$ cat config.mk
export PLATFORM = sky130hd
export DESIGN_NAME = cic_nr16
export DESIGN_NICKNAME = d
export VERILOG_FILES = /design/src/rtl/cic_nr16.sv
export SDC_FILE = /design/constraint.sdc
export NUM_CORES = 1
export LEC_CHECK = 0
export BUFFER_PORTS_ARGS = -buffer_cell sky130_fd_sc_hd__buf_2
export CAP_MARGIN = 20
export CORE_AREA = 5 5 134 168
export DETAILED_ROUTE_END_ITERATION = 16
export DIE_AREA = 0 0 139 173
export PLACE_DENSITY = 0.48
export RECOVER_POWER = 25
export SYNTH_ARGS = -nofsm -noshare
export SYNTH_HDL_FRONTEND = slang
export SYNTH_SLANG_ARGS = --single-unit
$ cat constraint.sdc
create_clock -name clk -period 12.08 [get_ports clk]
set_clock_uncertainty 0.15 [all_clocks]
set_input_delay 3.624 -clock clk [delete_from_list [all_inputs] [get_ports clk]]
set_output_delay 3.624 -clock clk [all_outputs]
set_load 0.03 [all_outputs]
$ cat src/rtl/cic_nr16.sv
// Recursive CIC decimator: 1-bit PDM stream in, unsigned PCM sample out once per clkdiv period.
// Optional CICNR16_VALID_EN adds a y_valid strobe coincident with each y_out update.
module cic_nr16 #(
  parameter int unsigned STAGES    = 3,
  parameter int unsigned RATE_LOG2 = 5,
  parameter int unsigned OUT_W     = 16
) (
  input  logic             clk,
  input  logic             rst,
  input  logic             clkdiv,
  input  logic             x_in,
`ifdef CICNR16_VALID_EN
  output logic             y_valid,
`endif
  output logic [OUT_W-1:0] y_out
);

  localparam int unsigned W = STAGES * RATE_LOG2 + 1;

  logic [W-1:0] integ_q [STAGES];
  logic [W-1:0] integ_d [STAGES];
  logic [W-1:0] dly_q   [STAGES];
  logic [W-1:0] comb_tap[STAGES];
  logic [W-1:0] comb_out;
  logic [W-1:0] acc;
  logic [OUT_W-1:0] y_q;
  logic         clkdiv_q;
  logic         strobe;

  assign strobe = clkdiv & ~clkdiv_q;

  always_comb begin
    integ_d[0] = integ_q[0] + {{(W-1){1'b0}}, x_in};
    for (int k = 1; k < STAGES; k++) begin
      integ_d[k] = integ_q[k] + integ_q[k-1];
    end
  end

  // Comb chain is combinational; each tap is what its delay register captures on a strobe.
  always_comb begin
    acc = integ_q[STAGES-1];
    for (int k = 0; k < STAGES; k++) begin
      comb_tap[k] = acc;
      acc         = acc - dly_q[k];
    end
    comb_out = acc;
  end

  always_ff @(posedge clk) begin
    if (!rst) begin
      for (int k = 0; k < STAGES; k++) begin
        integ_q[k] <= '0;
        dly_q[k]   <= '0;
      end
      clkdiv_q <= 1'b0;
      y_q      <= '0;
    end else begin
      for (int k = 0; k < STAGES; k++) begin
        integ_q[k] <= integ_d[k];
      end
      clkdiv_q <= clkdiv;
      if (strobe) begin
        for (int k = 0; k < STAGES; k++) begin
          dly_q[k] <= comb_tap[k];
        end
        y_q <= comb_out;
      end
    end
  end

  assign y_out = y_q;

`ifdef CICNR16_VALID_EN
  logic valid_q;

  always_ff @(posedge clk) begin
    if (!rst) begin
      valid_q <= 1'b0;
    end else begin
      valid_q <= strobe;
    end
  end

  assign y_valid = valid_q;
`endif

endmodule

# Word-level counts from Yosys, hierarchy flattened
# Memory sizes are Yosys's and may differ from the RTL's.
# Index checks and enable logic that the tools add are counted.
# op_classes
add_sub_neg	6
n_mul	0
div_mod_pow	0
order_cmp	0
n_eq_ne	0
shifts	0
mux	11
bitwise	8
n_reduce_logical	0
# ops
op	n
$mux 16	6
$sub 16x16->16	3
$add 16x16->16	2
$add 16x1->16	1
$or 1x1->1	6
$mux 1	5
$and 1x1->1	1
$not 1->1	1
# word_totals
regBits	17
latch_bits	0
ramBits	96
romBits	0
inputBits	4
output_inout_bits	16
word_cells	29
mem_count	2
# memory_table
memory	depth	width	read_ports	rd_ports_with_merged_regs	write_ports	line	source
dly_q	3	16	3	0	3	22	logic [W-1:0] dly_q [STAGES];
integ_q	3	16	3	0	3	20	logic [W-1:0] integ_q [STAGES];

# Longest topological paths before layout
# depth
word_depth	6
ltp_mapped	27
ltp_nobuf	27

# Least setup slack after synthesis
# No wires, ideal clock.
# synth_timing
path_kind	input to register
start	input clkdiv
end	memory dly_q[0][0] in the netlist's numbering (enable)
setup_time_ps	402
t_arrival_ps	5170
required_time_ps	11528
setup_slack_ps	6358
stages	5
n_path_buf	2
cell_sequence	nand2b_1 and2_1 clkbuf_1 clkbuf_1 inv_1
# synth_rtl
item	line	source
start: declaration	10	input logic clkdiv,
end: declaration	22	

==> run_results.csv <==
group,metric,value,unit
outcome,status,"finished clean",
power_and_ir_drop,p_per_area,186,nW/um^2
global_route,grt_usage,0.121,
logic_synthesis,avgSynthCellArea,9.16,um^2
finish,multi_input_area,4020,um^2
logic_synthesis,synth_compound_area_frac,0.165,
worst_hold_path,hold_depth,2,
clocking,clock_path_buffers,2,
power_and_ir_drop,ir_worst_vdd,0.102,mV
sta,worst_slack,5.67,ns
route,wl,13.9,mm
die,io_pins,20,
sta,setup_tns,0,ns
logic_synthesis,ys_ff_latch,113,
place,dp_slack,6.10,ns
logic_synthesis,yosysWarnings,0,
sta,timing.final.crit_period,6.41,ns
sta,setup_viol,0,
global_route,grt_pass1_vias,5402,
logic_synthesis,synth-edff-count,48,
logic_synthesis,synth_cell_types,55,
route,vias_per_cell,4.82,
logic_synthesis,synth_area,7110,um^2
clocking,cts_tree,"built",
clocking,cts_setup_buffers,0,
clocking,cts.sinks,113,
route,post_drt_wl_per_cell,12.8,um
power_and_ir_drop,p_leak,0.00353,uW
global_route,grt_max_degree,49,
die,start_util,0.344,
logic_synthesis,yosysTopAreaCell,"edfxtp_1",
logic_synthesis,synthAdderAreaFrac,0.150,
logic_synthesis,synthTopCellsByArea,"edfxtp_1, dfxtp_1, ha_1",
setup_path,end_kind,"register",
flow_run,drv_cap,0,
sta,hold_viol,0,
global_route,antenna_found_initial,0,
route,via_count,5237,
finish,register_area,2740,um^2
logic_synthesis,synth-main-ff-cell,"dfxtp_1",
clocking,ctsResizeCount,0,
finish,diodes,0,
setup_path,start_kind,"input pin",
sta,slew_violations,0,
finish,syn_to_final_growth,14.2,%
logic_synthesis,ys_seq_area_frac,0.386,
setup_path,crit_type,"in -> reg",
clocking,clk_pin_slew,0.05,ns
die,die_h,173,um
clocking,clk-insertion-delay-late,0.41,ns
route,drt_pre_antenna_iters,4,
die,die_area,24000,um^2
logic_synthesis,synth-simple-area-share,0.171,
logic_synthesis,synth_nets,862,
clocking,cts_root_buf,"clkbuf_16",
logic_synthesis,synth_top_family_by_area,"simple AND/OR/NAND/NOR gates",
die,rows,59,
setup_path,reg2reg_depth,26,
place,place_congestion,0.820,
place,io_buffers,19,
worst_hold_path,hold_path.class,"reg -> reg",
route,route.detailed.drc,0,
setup_path,worstPathMaxFanout,42,
sta,finalCritPeriodShare,0.531,
sta,fmax,156,MHz
route,drt_iter0_drc,233,
finish,drive_gt1_frac,0.0727,
clocking,htree_levels,4,
global_route,grt_pass1_wl,24.1,mm
logic_synthesis,synth_xor_area_frac,0.0751,
global_route,grt-ovfl-total,0,
finish,final_nets,885,
sta,maxSlewHeadroom,0.0278,
clocking,holdBufCountCts,0,
logic_synthesis,synthCells,776,
logic_synthesis,muxShareOfSynthArea,0.00422,
die,dieWidth,139,um
setup_path,crit_arrival,6.54,ns
logic_synthesis,yosys.area.top_type_share,0.203,
route,drtAntennaViolNets,0,
logic_synthesis,async_flop_share,0,
sta,rsz0062_at_grt,"no",
clocking,cts_buffers,17,
sta,worst_slew_pin_slew,1.46,ns
place,dp_hpwl,10.4,mm
die,core,20700,um^2
finish,nFillCells,2097,
setup_path,crit_required,12.21,ns
path summary, 6_finish.rpt:
kind | slack [ns] | end | from
min | 0.29 | y_out[12] | y_out[12]
max reg2reg | 6.97 | y_out[15] | integ_q[0][32]
min reg2reg | 0.29 | y_out[12] | y_out[12]
max | 5.67 | dly_q[0][5] | rst
layout by cell type (no fill, tap or decap), types with 24 or more instances in the layout:
| master | count |
|---|---|
| a21oi_1 | 51 |
| xor2_1 | 28 |
| edfxtp_1 | 48 |
| and2_1 | 46 |
| o21ai_1 | 24 |
| nand2_1 | 49 |
| ha_1 | 77 |
| nor2_1 | 57 |
| xnor2_1 | 33 |
| inv_1 | 76 |
| o21ai_0 | 25 |
| dfxtp_1 | 65 |
cell usage after synthesis, drive strengths merged, types with 5 or more instances:
library cell,n
o31a,5
nor3,16
nor2b,11
clkbuf,15
o21bai,7
xor2,28
a21o,22
nand3,16
nor2,58
nor3b,5
ha,77
nand2,49
nand2b,13
a21oi,52
xnor2,33
o21a,11
o21ai,49
edfxtp,48
a21boi,5
a211oi,5
fa,5
inv,77
dfxtp,65
and3,11
and2,49
registers in the layout, indices dropped and copies added (netlist names):
signal    cells
clkdiv_q      1
y_out        16
dly_q        48
integ_q      48
layer usage:
layer / global-route usage / share of wire / vias to the layer above
li1: - / - / 2754
met3: 0.0249 / 0.025 / 19
met2: 0.227 / 0.53 / 51
met4: 0.0502 / 0.018 / 0
met5: 0 / 0 / -
met1: 0.130 / 0.43 / 2413
kinds of logic (layout without fill, tap and decap cells):
| family | Yosys count | after routing |
|---|---|---|
| compound gates | 181 | 181 |
| xor+xnor | 61 | 61 |
| fa+ha+maj | 82 | 82 |
| buf+inv | 94 | 130 |
| flops | 113 | 113 |
| mux | 3 | 3 |
| simple gates | 242 | 242 |
cell type report:
type	instances	area share
Tap cell	274	0.0422
Sequential cell	113	0.338
Inverter	77	0.0356
Clock buffer	25	0.0688
Clock inverter	7	0.00770
Timing Repair Buffer	21	0.0134
Multi-Input combinational cell	569	0.495
worst max-delay path: stages:
cell	delay, ns
clkbuf_1	0.64
inv_1	0.90
nor2_2	0.83
buf_4	0.34
and2_1	0.16
power by group:
part	leakage (uW)	total, uW	internal, uW	switching (uW)
sequential	0.00105	458	442	15.3
clock	0.000315	517	341	177
combinational	0.00217	534	227	308
per-stage QoR:
| step | instance area (um^2) | util | instances | hold slack [ns] | power (uW) |
|---|---|---|---|---|---|
| 2_1_floorplan | 7110 | - | 776 | 0.349 | 897 |
| 3_3_place_gp | 7500 | 0.363 | 1054 | 0.280 | 995 |
| 3_5_place_dp | 7500 | 0.363 | 1054 | 0.285 | 1010 |
| 4_1_cts | 8130 | 0.393 | 1086 | 0.292 | 1530 |
| 5_1_grt | 8120 | 0.393 | 1086 | 0.312 | 1620 |
| 6_report | 8120 | 0.393 | 1086 | 0.288 | 1510 |
Power figures use the tool's default switching activity.
